### src/rtl/vid_to_axis.sv
// Converts fval/lval/dval video into an AXI4-Stream pixel stream through a first-word-fall-through FIFO.
// Latency: a pixel accepted at edge N shows m_tvalid=1 after edge N+1.
// Backpressure: while m_tready=0 the FIFO head is held; pixels reaching a full FIFO are dropped and overflow is set.

module vid_fifo #(
  parameter int W     = 8,
  parameter int DEPTH = 16
) (
  input  logic         clk,
  input  logic         rst,
  input  logic         push_vld,
  input  logic [W-1:0] push_dat,
  output logic         push_rdy,
  output logic         pop_vld,
  input  logic         pop_rdy,
  output logic [W-1:0] pop_dat
);
  localparam int AW = $clog2(DEPTH);
  localparam logic [AW:0] FULL_CNT = DEPTH[AW:0];

  logic [W-1:0]  mem [DEPTH];
  logic [AW-1:0] wr_ptr, rd_ptr;
  logic [AW:0]   count;
  logic          do_push, do_pop;

  assign pop_vld  = (count != '0);
  assign do_pop   = pop_vld && pop_rdy;
  // A full FIFO still takes a word when the head leaves in the same cycle.
  assign push_rdy = (count != FULL_CNT) || do_pop;
  assign do_push  = push_vld && push_rdy;
  assign pop_dat  = pop_vld ? mem[rd_ptr] : '0;

  always_ff @(posedge clk or posedge rst) begin
    if (rst) begin
      wr_ptr <= '0;
      rd_ptr <= '0;
      count  <= '0;
    end else begin
      if (do_push) wr_ptr <= wr_ptr + 1'b1;
      if (do_pop)  rd_ptr <= rd_ptr + 1'b1;
      case ({do_push, do_pop})
        2'b10:   count <= count + 1'b1;
        2'b01:   count <= count - 1'b1;
        default: count <= count;
      endcase
    end
  end

  always_ff @(posedge clk) begin
    if (do_push) mem[wr_ptr] <= push_dat;
  end
endmodule

module vid_to_axis #(
  parameter int WIDTH      = 640,
  parameter int HEIGHT     = 480,
  parameter int BPP        = 8,
  parameter int FIFO_DEPTH = 16
) (
  input  logic           clk,
  input  logic           rst,
  input  logic           fval,
  input  logic           lval,
  input  logic           dval,
  input  logic [BPP-1:0] pix_data,
  output logic [BPP-1:0] m_tdata,
  output logic           m_tvalid,
  input  logic           m_tready,
  output logic           m_tuser,
  output logic           m_tlast,
  output logic           overflow,
  output logic           size_err
);
  localparam int CW = $clog2(WIDTH + 1);
  localparam int RW = $clog2(HEIGHT + 1);
  localparam logic [CW-1:0] W_CNT  = WIDTH[CW-1:0];
  localparam logic [CW-1:0] W_LAST = W_CNT - 1'b1;
  localparam logic [RW-1:0] H_CNT  = HEIGHT[RW-1:0];

  typedef struct packed {
    logic           tuser;
    logic           tlast;
    logic [BPP-1:0] data;
  } pix_ent_t;

  typedef enum logic {IDLE, ACTIVE} state_t;

  state_t        state, state_nxt;
  logic          fval_d, lval_d;
  logic          fval_rise, fval_fall, lval_rise, lval_fall;
  logic          active, accept, in_range, lval_end;
  logic [CW-1:0] col, col_eff;
  logic [RW-1:0] row, row_nxt;
  pix_ent_t      pix_ent, wr_ent, head_ent;
  logic          wr_vld, wr_rdy;

  assign fval_rise = fval && !fval_d;
  assign fval_fall = !fval && fval_d;
  assign lval_rise = lval && !lval_d;
  assign lval_fall = !lval && lval_d;
  assign active    = (state == ACTIVE);

  always_ff @(posedge clk or posedge rst) begin
    if (rst) state <= IDLE;
    else     state <= state_nxt;
  end

  always_comb begin
    state_nxt = state;
    case (state)
      IDLE:    if (fval_rise) state_nxt = ACTIVE;
      ACTIVE:  if (fval_fall) state_nxt = IDLE;
      default: state_nxt = IDLE;
    endcase
  end

  always_comb begin
    // A pixel arriving with the lval rising edge belongs to column 0.
    col_eff       = (fval_rise || lval_rise) ? '0 : col;
    accept        = active && fval && lval && dval;
    in_range      = (col_eff < W_CNT) && (row < H_CNT);
    lval_end      = active && lval_fall;
    pix_ent.tuser = (row == '0) && (col_eff == '0);
    pix_ent.tlast = (col_eff == W_LAST);
    pix_ent.data  = pix_data;
    row_nxt       = row;
    if (lval_end && (row != H_CNT)) row_nxt = row + 1'b1;
  end

  always_ff @(posedge clk or posedge rst) begin
    if (rst) begin
      // Start high so a frame already running at reset release is skipped.
      fval_d   <= 1'b1;
      lval_d   <= 1'b0;
      col      <= '0;
      row      <= '0;
      wr_vld   <= 1'b0;
      wr_ent   <= '0;
      overflow <= 1'b0;
      size_err <= 1'b0;
    end else begin
      fval_d <= fval;
      lval_d <= lval;
      if (fval_rise) begin
        col <= '0;
        row <= '0;
      end else begin
        row <= row_nxt;
        if (accept && (col_eff != W_CNT)) col <= col_eff + 1'b1;
        else                              col <= col_eff;
      end
      wr_vld <= accept && in_range;
      if (accept && in_range) wr_ent <= pix_ent;
      if (wr_vld && !wr_rdy) overflow <= 1'b1;
      if ((accept && !in_range) ||
          (lval_end && (col != W_CNT)) ||
          (active && fval_fall && (row_nxt != H_CNT)))
        size_err <= 1'b1;
    end
  end

  vid_fifo #(
    .W     ($bits(pix_ent_t)),
    .DEPTH (FIFO_DEPTH)
  ) u_fifo (
    .clk      (clk),
    .rst      (rst),
    .push_vld (wr_vld),
    .push_dat (wr_ent),
    .push_rdy (wr_rdy),
    .pop_vld  (m_tvalid),
    .pop_rdy  (m_tready),
    .pop_dat  (head_ent)
  );

  assign m_tdata = head_ent.data;
  assign m_tuser = head_ent.tuser;
  assign m_tlast = head_ent.tlast;
endmodule

### config.mk
export PLATFORM = sky130hd
export DESIGN_NAME = vid_to_axis
export DESIGN_NICKNAME = d
export VERILOG_FILES = /design/src/rtl/vid_to_axis.sv
export SDC_FILE = /design/constraint.sdc
export NUM_CORES = 1
export LEC_CHECK = 0
export BUFFER_PORTS_ARGS = -buffer_cell sky130_fd_sc_hd__buf_4
export CORE_UTILIZATION = 60
export CTS_BUF_LIST = sky130_fd_sc_hd__clkbuf_4 sky130_fd_sc_hd__clkbuf_8 sky130_fd_sc_hd__clkbuf_16
export DETAILED_ROUTE_END_ITERATION = 10
export PLACE_DENSITY = 0.77
export SLEW_MARGIN = 20
export SYNTH_ARGS = -nofsm -noshare
export SYNTH_HDL_FRONTEND = slang
export SYNTH_SLANG_ARGS = --single-unit
export TNS_END_PERCENT = 10
### constraint.sdc
create_clock -name clk -period 3.45 [get_ports clk]
set_input_delay 0.345 -clock clk [delete_from_list [all_inputs] [get_ports clk]]
set_output_delay 0.345 -clock clk [all_outputs]
set_load 0.02 [all_outputs]
# Word level (Yosys, flattened, before mapping)
# Memories as Yosys holds them, arrays and structs flattened.
# Cells that the tools add are included.
# totals
regBits	48
ram_bits	160
out_inout_bits	13
memories	1
# memory_table
memory	depth	width	read_ports	rd_ports_with_merged_regs	write_ports	line_no	rtl
u_fifo.mem	16	10	1	0	1	21	logic [W-1:0] mem [DEPTH];
# classes
addsub	6
order_cmp	2
eq_ne	8
mux	12
n_bitwise	1
n_reduce_logical	34
# op_table
operator	n
two-way mux 10 bit	4
logical AND 1 bit	20
!= test 10 bit (second input constant)	2
two-way mux 9 bit	2
!= test 9 bit (second input constant)	2
adder 10 x 1 -> 10 bit (second input constant)	1
== test 10 bit (second input constant)	1
logical NOT 10 bit	1
less-than comparator 10 bit (second input constant)	1
one-hot mux 5 bit (2 select lines)	1
adder 9 x 1 -> 9 bit (second input constant)	1
logical NOT 9 bit	1
less-than comparator 9 bit (second input constant)	1
adder 4 x 1 -> 4 bit (second input constant)	2
logical NOT 1 bit	6
adder 5 x 1 -> 5 bit (second input constant)	1
!= test 5 bit (second input constant)	1
nonzero test 5 bit	1
subtractor 5 x 1 -> 5 bit (second input constant)	1
logical OR 1 bit	4
two-way mux 1 bit	4
== test 2 x 1 -> 1 bit (second input constant)	1
== test 2 bit (second input constant)	1
one-hot mux 1 bit (2 select lines)	1
other kinds (2)	2

# Depth between registers and ports, before layout
# depth
word_depth	10
depth_mapped	14

# Cells and area by module
# A second synthesis with hierarchy kept.
# hier_totals
hier_cells	540
hier_area_um2	8947.3
# modules_own_cells
mod	instances	cells_per_inst	area_per_inst_um2
vid_fifo	1	354	7071.8
vid_to_axis	1	186	1875.5

# Worst setup path before layout
# OpenSTA, ideal clock, no wires.
# synth_timing
kind	reg-to-reg
startpoint	register u_fifo.count[1]
endpoint	register u_fifo.count[4]
arrival_time_ns	2.986
t_required_ns	3.370
slack_ns	0.384
stages_incl_launch_ff	15
path_buffers	2
period_less_slack_ns	3.066
cell_sequence	dfrtp_1 or3_1 or4b_1 and2_1 clkbuf_1 inv_2 ha_1 clkbuf_1 xor2_1 ha_1 inv_1 o21ai_0 a21oi_1 o21bai_1 xnor2_1
# synth_between
elab_chain_len	6
word_cells_on_any_way	11
classes_between	add/sub (2); eq/ne (3); mux (1); reduce/logical (5)
# synth_lines
element	line_no	rtl
start, declared	23	logic [AW:0] count;
start signal, assigned	42	2'b10: count <= count + 1'b1;
start signal, assigned	43	2'b01: count <= count - 1'b1;
start signal, assigned	44	default: count <= count;
nonzero test 5 bit	26	assign pop_vld = (count != '0);
logical AND 1 bit	27	assign do_pop = pop_vld && pop_rdy;
logical OR 1 bit	29	assign push_rdy = (count != FULL_CNT) || do_pop;
logical AND 1 bit	30	assign do_push = push_vld && push_rdy;
== test 2 x 1 -> 1 bit / == test 2 bit (equally long branches)	41	case ({do_push, do_pop})
one-hot mux 5 bit (2 select lines) / nonzero test 2 bit (equally long branches)	-	
# Several ways; a longest one is shown, not always the timed one.
# A chain may end at the register's enable or synchronous reset.

# Worst setup path after layout
# Same ends and word-level chain as after synthesis.

==> flow_summary.json <==
{
  "synth_area_um2": 8790,
  "synth_top_area_cell": "edfxtp_1",
  "grt_max_degree": 49,
  "drv_cap": 0,
  "ios": 27,
  "irDropWorstVdd_uv": 686,
  "wirelength_um": 17400,
  "cts_buffer_depth": 3,
  "antenna_found_initial": 0,
  "wl_per_cell_um": 23.5,
  "ys_warn_count": 0,
  "syn_inst": 513,
  "place_area_um2": 9160,
  "fillCellCount": 888,
  "critPathCaptureType": "register",
  "gp_congestion": 0.828,
  "overflow": 0,
  "worstHoldPathType": "input pin to async pin",
  "powerDensity_nw_per_um2": 756,
  "slew_viol_final": 0,
  "fp.dieW_um": 123,
  "clock.fmax_ghz": 0.320,
  "vias": 4621,
  "slew_headroom_pct": 34.4,
  "h-tree-depth": 1,
  "regArea_um2": 6010,
  "grt_pass1_vias": 4689,
  "cts-root-buf": "clkbuf_16",
  "diodes": 0,
  "die_h_um": 123,
  "rsz0062_at_grt": "false",
  "avgSynthCellArea_um2": 17.1,
  "grt_pass1_wl_um": 27100,
  "synth-edff-count": 160,
  "syn_nets": 539,
  "core_um2": 14100,
  "wl_met3_um": 1020,
  "synthFlopType": "edfxtp_1",
  "reg2reg_slack_ps": 320,
  "dr_wl_met2_um": 8760,
  "cp.required_ps": 3850,
  "fin_skew_ps": 9.00,
  "period_share_pct": 90.7,
  "ys_seq_area_share_pct": 68.4,
  "clock_sinks": 208,
  "fin_area_um2": 9900,
  "wl_met1_um": 7310,
  "clk_pin_slew_ps": 60,
  "synth-seq-cells": 208,
  "hold_viol": 0,
  "hold_ws_ps": 2.86,
  "ys_types": 56,
  "cts_buffers": 21,
  "final_util_pct": 70.2,
  "cp_data_arrival_time_ps": 3530,
  "leakage_nw": 3.54,
  "worstPathMaxFanout": 9,
  "syn_to_final_growth_pct": 12.7,
  "worstMarginPinSlew_ps": 984,
  "postCtsSetupBuffers": 0,
  "rows": 43,
  "cp-start-kind": "register",
  "drc": 0,
  "outcome": "finished clean",
  "top_layer": "met4",
  "grt_util_all_layers_pct": 24.9,
  "setup_viol": 0,
  "die_area_um2": 15100,
  "nets": 572,
  "finalCriticalPeriod_ps": 3130,
  "dp_hpwl_um": 10800,
  "synthArstFlopShare_pct": 23.1,
  "ant_nets": 0,
  "portBuffers": 26,
  "initial_utilization_pct": 62.3,
  "dr.pass1.iters": 4,
  "crit_type": "register to register",
  "setup_tns_ps": 0,
  "vias_per_cell": 6.24,
  "insertion_delay_ps": 480,
  "synth_top_area_share_pct": 54.7,
  "netlist_top_cells_area": "edfxtp_1 55%, dfrtp_1 13%, mux4_2 13%",
  "cts_tree": "built",
  "multi_input_area_um2": 2630,
  "drive_above_1_share_pct": 25.4,
  "drt_iter0_drc": 530
}
-- cells in the mapped netlist (all sizes together) (3+ instances only) --
| master | number |
|---|---|
| buf | 8 |
| or3 | 3 |
| a21oi | 8 |
| xnor2 | 12 |
| o21ai | 9 |
| nand4 | 6 |
| xor2 | 12 |
| nand3 | 5 |
| and2 | 18 |
| mux2i | 4 |
| o21bai | 3 |
| edfxtp | 160 |
| nor2b | 13 |
| mux2 | 12 |
| and4 | 4 |
| o2111ai | 3 |
| mux4 | 50 |
| nor2 | 29 |
| nand2b | 3 |
| inv | 14 |
| nor3 | 5 |
| clkbuf | 15 |
| or4 | 4 |
| nor3b | 3 |
| ha | 12 |
| nand2 | 22 |
| o211ai | 3 |
| dfrtp | 47 |
| o31ai | 3 |
-- worst paths after layout --
path | end | from | cells after the start
setup reg to reg | u_fifo.count[4] | u_fifo.count[1] | 12
hold / removal | col[4] | rst | 2
setup / recovery | u_fifo.count[4] | u_fifo.count[1] | 12
hold reg to reg | overflow | overflow | 1
min in group clk | wr_ent[0] | pix_data[0] | 2
max in group asynchronous | u_fifo.rd_ptr[0] | rst | 2
-- placed cells by master (no fill, tap or decap), drive strengths merged, types with 3 or more instances in the layout --
master,Yosys,layout
o21ai,9,9
xnor2,12,12
nand3,5,5
mux2i,4,4
clkinv,0,7
buf,8,31
nor3b,3,3
nand2,22,22
nor3,5,5
nand2b,3,3
nor2b,13,13
inv,14,13
o2111ai,3,3
and4,4,4
nor2,29,29
ha,12,12
o21bai,3,3
xor2,12,12
a21oi,8,8
o211ai,3,3
clkbuf,15,28
o31ai,3,3
dfrtp,47,47
or4,4,4
edfxtp,160,160
mux2,12,12
or3,3,3
nand4,6,6
mux4,50,50
and2,18,18
-- logic make-up after synthesis --
logic type	synth area share [%]
buffers and inverters	1.68
AOI/OAI and AO/OA	3.15
muxes	14.8
adders and majority gates	1.71
and+or+nand+nor	7.89
DFF	68.4
xor gates and xnor gates	2.39
-- report_power, final --
part / switching (mW) / internal, mW / total [mW]
sequential: 0.341 / 2.98 / 3.32
combinational: 0.861 / 1.00 / 1.86
clock: 0.903 / 1.40 / 2.30
total: 2.10 / 5.37 / 7.48
-- metal layers --
metal	global-route usage (%)	vias to the layer above
li1	-	2065
met5	0	-
met4	6.85	0
met3	3.18	23
met2	41.2	148
met1	35.5	2385
-- critical path, cell delays in order, from the launching register on --
cell and delay, ps:
dfrtp_1 450, or3_1 430, or4b_1 490, and2_1 260, inv_2 120, ha_2 290, xor2_1 170, ha_1 210
inv_1 60, o21ai_0 160, a21oi_1 100, o21bai_1 180, xnor2_1 130
-- stage by stage --
stage,setup slack (ps),total power [mW],std cells
5_1_grt,30.0,7.79,740
2_1_floorplan,384,4.60,513
6_report,321,7.48,740
4_1_cts,273,7.53,740
3_5_place_dp,337,5.24,701
3_3_place_gp,427,5.16,701
-- state kept, by name (all words and copies together) (netlist names) --
signal / flops
u_fifo.rd_ptr: 4
size_err: 1
active: 1
wr_vld: 1
lval_d: 1
row: 9
col: 10
fval_d: 1
overflow: 1
wr_ent: 10
u_fifo.mem: 160
u_fifo.wr_ptr: 4
u_fifo.count: 5
-- area by class of cell --
class	count	area share, %
clock inverter	9	0.986
clock buffer	28	6.22
tap	180	2.28
sequential	208	60.7
inverter	14	0.543
multi-input combinational	268	26.6
timing repair buffer	33	2.68
-- timing repair --
item | CTS | global route
endpoints found under the setup margin | 0 | 1
resized for setup | 0 | 1
endpoints found under the hold margin | 2 | 0
hold buffers | 2 | 0
(Power assumes the default switching activity.)
